$ cat src/rtl/sram_bridge_par.sv
// sram_bridge_par: byte-wide asynchronous SRAM controller for the chipset bus.
//
// Each accepted request runs SETUP (address/data set up, strobe high), then WAIT_STATES
// ACCESS cycles (write strobe low, read data sampled on the last one), then DONE (ack,
// address/data hold). Requests outside the physical SRAM range take a one-cycle REJECT
// path that acks with oob and returns 8'hFF for reads.
//
// Build option: define SRAM_MIRROR_EN to ignore the upper address bits, so every address
// aliases onto the SRAM and REJECT is never entered.
//
// Ports:
//   clk_100     system clock, rising edge
//   reset_n     asynchronous active-low reset
//   req         transfer request, sampled only when idle
//   we          1 = write, 0 = read; captured on accept
//   addr        byte address (SYS_AW bits); captured on accept
//   wdata       write data; captured on accept
//   rdata       read data; valid with ack, held until the next read completes
//   ack         one-cycle completion pulse
//   oob         one-cycle pulse alongside ack for an out-of-range access
//   sram_addr   SRAM address (SRAM_AW bits)
//   sram_dq_o   SRAM write data
//   sram_dq_oe  SRAM data pad output enable
//   sram_dq_i   SRAM read data
//   sram_we_n   SRAM write strobe, active low
//   led_act     stretched bus-activity LED, active high
//
// Parameters: SYS_AW >= SRAM_AW is required; WAIT_STATES must be at least 1.

module sram_bridge_par #(
   parameter int unsigned SYS_AW      = 21,
   parameter int unsigned SRAM_AW     = 19,
   parameter int unsigned WAIT_STATES = 2,
   parameter int unsigned LED_W       = 20
) (
   input  logic               clk_100,
   input  logic               reset_n,
   input  logic               req,
   input  logic               we,
   input  logic [SYS_AW-1:0]  addr,
   input  logic [7:0]         wdata,
   output logic [7:0]         rdata,
   output logic               ack,
   output logic               oob,
   output logic [SRAM_AW-1:0] sram_addr,
   output logic [7:0]         sram_dq_o,
   output logic               sram_dq_oe,
   input  logic [7:0]         sram_dq_i,
   output logic               sram_we_n,
   output logic               led_act
);

   localparam int unsigned WaitW = (WAIT_STATES > 1) ? $clog2(WAIT_STATES) : 1;
   localparam logic [WaitW-1:0] WaitLast = WaitW'(WAIT_STATES - 1);

   typedef enum logic [2:0] {
      StIdle,
      StSetup,
      StAccess,
      StDone,
      StReject
   } state_e;

   state_e             state_q, state_d;
   logic [WaitW-1:0]   wait_q, wait_d;
   logic               we_q, we_d;
   logic [SRAM_AW-1:0] sram_addr_q, sram_addr_d;
   logic [7:0]         dq_o_q, dq_o_d;
   logic               dq_oe_q, dq_oe_d;
   logic               we_n_q, we_n_d;
   logic               ack_q, ack_d;
   logic               oob_q, oob_d;
   logic [7:0]         rdata_q, rdata_d;
   logic [LED_W-1:0]   led_q, led_d;
   logic               in_range;

`ifdef SRAM_MIRROR_EN
   // Upper bits are deliberately dropped: addresses alias onto the physical SRAM.
   assign in_range = 1'b1;
   generate
      if (SYS_AW > SRAM_AW) begin : g_alias
         logic addr_hi_unused;
         assign addr_hi_unused = |addr[SYS_AW-1:SRAM_AW];
      end
   endgenerate
`else
   generate
      if (SYS_AW > SRAM_AW) begin : g_range
         assign in_range = (addr[SYS_AW-1:SRAM_AW] == '0);
      end else begin : g_full
         assign in_range = 1'b1;
      end
   endgenerate
`endif

   always_comb begin
      state_d     = state_q;
      wait_d      = wait_q;
      we_d        = we_q;
      sram_addr_d = sram_addr_q;
      dq_o_d      = dq_o_q;
      dq_oe_d     = dq_oe_q;
      we_n_d      = 1'b1;
      ack_d       = 1'b0;
      oob_d       = 1'b0;
      rdata_d     = rdata_q;
      led_d       = (led_q != '0) ? (led_q - LED_W'(1)) : led_q;

      case (state_q)
         StIdle: begin
            if (req) begin
               we_d  = we;
               led_d = '1;
               if (in_range) begin
                  state_d     = StSetup;
                  sram_addr_d = addr[SRAM_AW-1:0];
                  if (we) begin
                     dq_o_d  = wdata;
                     dq_oe_d = 1'b1;
                  end
               end else begin
                  // Open bus: ack straight away, nothing reaches the SRAM pins.
                  state_d = StReject;
                  ack_d   = 1'b1;
                  oob_d   = 1'b1;
                  if (!we) begin
                     rdata_d = 8'hFF;
                  end
               end
            end
         end
         StSetup: begin
            state_d = StAccess;
            wait_d  = WaitLast;
            we_n_d  = !we_q;
         end
         StAccess: begin
            if (wait_q == '0) begin
               // Strobe rises at the end of the last ACCESS cycle; address and data
               // stay put through DONE for hold time.
               state_d = StDone;
               ack_d   = 1'b1;
               if (!we_q) begin
                  rdata_d = sram_dq_i;
               end
            end else begin
               wait_d = wait_q - WaitW'(1);
               we_n_d = !we_q;
            end
         end
         StDone: begin
            state_d = StIdle;
            dq_oe_d = 1'b0;
         end
         StReject: begin
            state_d = StIdle;
         end
         default: begin
            state_d = StIdle;
         end
      endcase
   end

   // Asynchronous reset releases the pads at once: strobe high, data driver off.
   always_ff @(posedge clk_100 or negedge reset_n) begin
      if (!reset_n) begin
         state_q     <= StIdle;
         wait_q      <= '0;
         we_q        <= 1'b0;
         sram_addr_q <= '0;
         dq_o_q      <= 8'h00;
         dq_oe_q     <= 1'b0;
         we_n_q      <= 1'b1;
         ack_q       <= 1'b0;
         oob_q       <= 1'b0;
         rdata_q     <= 8'h00;
         led_q       <= '0;
      end else begin
         state_q     <= state_d;
         wait_q      <= wait_d;
         we_q        <= we_d;
         sram_addr_q <= sram_addr_d;
         dq_o_q      <= dq_o_d;
         dq_oe_q     <= dq_oe_d;
         we_n_q      <= we_n_d;
         ack_q       <= ack_d;
         oob_q       <= oob_d;
         rdata_q     <= rdata_d;
         led_q       <= led_d;
      end
   end

   assign rdata      = rdata_q;
   assign ack        = ack_q;
   assign oob        = oob_q;
   assign sram_addr  = sram_addr_q;
   assign sram_dq_o  = dq_o_q;
   assign sram_dq_oe = dq_oe_q;
   assign sram_we_n  = we_n_q;
   assign led_act    = (led_q != '0);

endmodule

$ cat config.mk
export PLATFORM = sky130hd
export DESIGN_NAME = sram_bridge_par
export DESIGN_NICKNAME = d
export VERILOG_FILES = /design/src/rtl/sram_bridge_par.sv
export SDC_FILE = /design/constraint.sdc
export NUM_CORES = 1
export LEC_CHECK = 0
export BUFFER_PORTS_ARGS = -buffer_cell sky130_fd_sc_hd__buf_4
export CORE_ASPECT_RATIO = 0.5
export CORE_MARGIN = 3
export CORE_UTILIZATION = 52
export CTS_CLUSTER_DIAMETER = 60
export CTS_CLUSTER_SIZE = 28
export DETAILED_ROUTE_END_ITERATION = 10
export PLACE_DENSITY = 0.79
export SKIP_LAST_GASP = 1
export SYNTH_ARGS = -nofsm -noshare
export SYNTH_HDL_FRONTEND = slang
export SYNTH_SLANG_ARGS = --single-unit
$ cat constraint.sdc
create_clock -name clk_100 -period 3 [get_ports clk_100]
set_clock_uncertainty 0.1 [all_clocks]
set_input_delay 0.6 -clock clk_100 [delete_from_list [all_inputs] [get_ports clk_100]]
set_output_delay 0.6 -clock clk_100 [all_outputs]
set_load 0.02 [all_outputs]
==> flow_summary.json <==
{
  "outcome": "completed",
  "place_inst": 401,
  "synthArstFlopShare_pct": 100.0,
  "synth.distinct_cells": 44,
  "top_layer_used": "met4",
  "synth_fp_nets": 301,
  "synth_area_mm2": 0.002959,
  "cts_sinks": 64,
  "grt_first_pass_wirelength_um": 11390,
  "numCtsBuffers": 9,
  "final-instance-count-excl-fill": 415,
  "wl_met2_um": 3596,
  "combPwrFrac_pct": 37.9,
  "synthTopCellsByCount": "63 x dfrtp_1, 29 x mux2_2, 27 x nor2_1, 17 x mux2i_1",
  "start_util_pct": 56.88,
  "wirelength_um": 7002,
  "drv_cap": 0,
  "grt_antenna_before_repair": 0,
  "pwr-share-seq_pct": 37.8,
  "port_buffers": 80,
  "ant_nets": 0,
  "via_per_inst": 5.622,
  "grt_setup_unrepaired": "no",
  "dp_hpwl_um": 4786,
  "crit_buf_inv": 2,
  "cts.reportedPaths.clkPinSlew_ps": 50,
  "setup-violations-final": 0,
  "hold_violations": 0,
  "timing.fmax_ghz": 0.3680,
  "synthTopCellsByArea": "dfrtp_1 53%, mux2_2 11%, mux2i_1 5.8%",
  "p_leak_nw": 1.742,
  "n_fill_cell": 365,
  "slew_headroom_pct": 46.07,
  "hold_path.class": "in2async",
  "path_cells": "inv_1 -> ha_1 -> nor4b_1 -> and3_1 -> nand2_1 -> buf_4",
  "dr.pass1.iters": 5,
  "yosys_register_bits": 64,
  "yosys.area.top_type": "dfrtp_1",
  "clkPwrFrac_pct": 24.3,
  "switching_share_pct": 34.72,
  "root_buffer": "clkbuf_16",
  "cts_buffer_depth": 2,
  "cts_repair_resize_count": 0,
  "area_delta_synth_final_pct": 31.37,
  "max_stage_delay_ps": 410,
  "drc": 0,
  "p_per_area_mw_per_mm2": 946.6,
  "met1Wirelength_um": 2888,
  "dr_wl_met3_um": 465,
  "synth_edf_count": 0,
  "end_kind": "primary output",
  "gp_congestion": 0.8763,
  "finalNetCount": 385,
  "slew_viol_final": 0,
  "synth_warnings": 0,
  "clock_latency_ps": 320,
  "synth_top_area_share_pct": 53.28,
  "track_usage_pct": 21.97,
  "fin_crit_sh_pct": 90.58,
  "post_cts_buffers": 0,
  "final_util_pct": 74.72,
  "io_pins": 81,
  "cts_tree": "built",
  "drtIter0Drc": 116,
  "worstPathArrival_ps": 2020,
  "core_mm2": 0.005202,
  "tns_ps": 0,
  "worst_pin_slew_ps": 808.9,
  "grt_max_degree": 65,
  "grt_pass1_vias": 2339,
  "synth_most_common_cell": "dfrtp_1",
  "critPathMaxFanout": 10,
  "h-tree-depth": 3,
  "switchingPower_mw": 1.278,
  "wl_per_cell_um": 16.87,
  "grt-ovfl-total": 0,
  "die_w_um": 112.7,
  "p_int_mw": 2.402,
  "vias": 2333,
  "peakVddDrop_mv": 0.7872,
  "seq_area_frac_synth_pct": 54.16,
  "num_rows": 18,
  "synth_area_per_cell_um2": 11.47,
  "drive_above_1_share_pct": 37.97,
  "path_delay_family": "simple AND/OR/NAND/NOR gates",
  "die_h_um": 59.34,
  "cp.required_ps": 2300,
  "crit_path_start_kind": "flip-flop",
  "synth-main-ff-cell": "dfrtp_1",
  "num_antenna_cells": 0,
  "layout_min_cycle_time_ps": 2717,
  "hold_buffers": 0,
  "cpMaxStageDelayCell": "and3_1",
  "crit_type": "reg2out",
  "die_area_mm2": 0.006686,
  "syn_inst": 258
}
[flip-flops by register name, indices dropped and copies added (netlist names), 3 cells and up]
name	cells
sram_addr	19
state_q	3
sram_dq_o	8
rdata	8
led_q	20
[layer usage]
layer / vias to the layer above / track usage, %
met4: 0 / 7.363
met1: 1153 / 26.24
met3: 6 / 6.218
met5: - / 0
li1: 1097 / -
met2: 77 / 39.23
[cell families (layout without fill, tap and decap cells)]
kind of cell	after synthesis	after routing	share of synthesized area (%)
buffers and inverters	23	110	3.171
muxes	46	46	16.79
AOI/OAI and AO/OA	30	30	7.019
DFF	64	64	54.16
and+or+nand+nor	92	92	17.72
adders and majority gates	2	2	0.8455
xor gates and xnor gates	1	1	0.2960
[metrics by stage]
stage / power, mW / setup slack, ps / area [um2] / hold WS, ps
after floorplan: 2.187 / 622.1 / 2959 / 204.4
after global placement: 2.727 / 711.4 / 3632 / 355.1
after detailed placement: 2.797 / 636.9 / 3632 / 363.5
after CTS: 3.710 / 274.7 / 3887 / 302.5
after global routing: 3.889 / 162.0 / 3887 / 346.0
final: 3.680 / 282.7 / 3887 / 250.3
[final timing paths]
check	startpoint	end	slack (ps)	cells past startpoint
min in group clk_100	sram_addr[2]$_DFFE_PN0P_	sram_addr[2]$_DFFE_PN0P_	400	1
max in group asynchronous	reset_n	we_q$_DFFE_PN0P_	1990	1
hold reg to reg	sram_addr[2]$_DFFE_PN0P_	sram_addr[2]$_DFFE_PN0P_	400	1
hold / removal	reset_n	led_q[7]$_DFF_PN0_	250	1
setup reg to reg	led_q[0]$_DFF_PN0_	led_q[6]$_DFF_PN0_	650	7
setup / recovery	led_q[0]$_DFF_PN0_	led_act	280	6
[layout make-up]
class,instances,area [um2],share of cell area (%)
Timing Repair Buffer,85,638.1,16.41
Clock inverter,1,5.005,0.1287
Clock buffer,13,250.2,6.437
Inverter,11,41.29,1.062
Sequential cell,64,1603,41.23
Multi-Input combinational cell,171,1262,32.48
Tap cell,70,87.58,2.253
[placed cells by master, fill, tap and decap left out, types with 4 or more instances in the layout]
master     count
a2111oi_0      4
a211oi_1       5
and2_1         8
buf_4         85
clkbuf_16      9
dfrtp_1       63
inv_1         11
mux2_2        29
mux2i_1       17
nand2_1       11
nand3_1        5
nor2_1        27
nor3_1         9
o21ai_0        6
or4_1          8
[worst register-to-register path: cells and delay by family, from the launching register on]
family / cells / cell delay [ps]
buffers and inverters: 2 / 310
flip-flops: 1 / 370
adder cells (fa/ha/maj): 1 / 200
AO/OA/AOI/OAI: 1 / 600
multiplexers: 1 / 250
AND/OR/NAND/NOR: 2 / 440
[power by group through the flow]
| stage | clock [mW] | sequential (mW) | combinational, mW |
|---|---|---|---|
| global placement | 0 | 1.37 | 1.35 |
| global route | 0.961 | 1.43 | 1.49 |
| CTS | 0.912 | 1.39 | 1.41 |
| floorplan | 0 | 1.64 | 0.547 |
| finish | 0.894 | 1.39 | 1.40 |
| detailed placement | 0 | 1.40 | 1.40 |
Note: power is estimated with default switching activity, not from simulation.
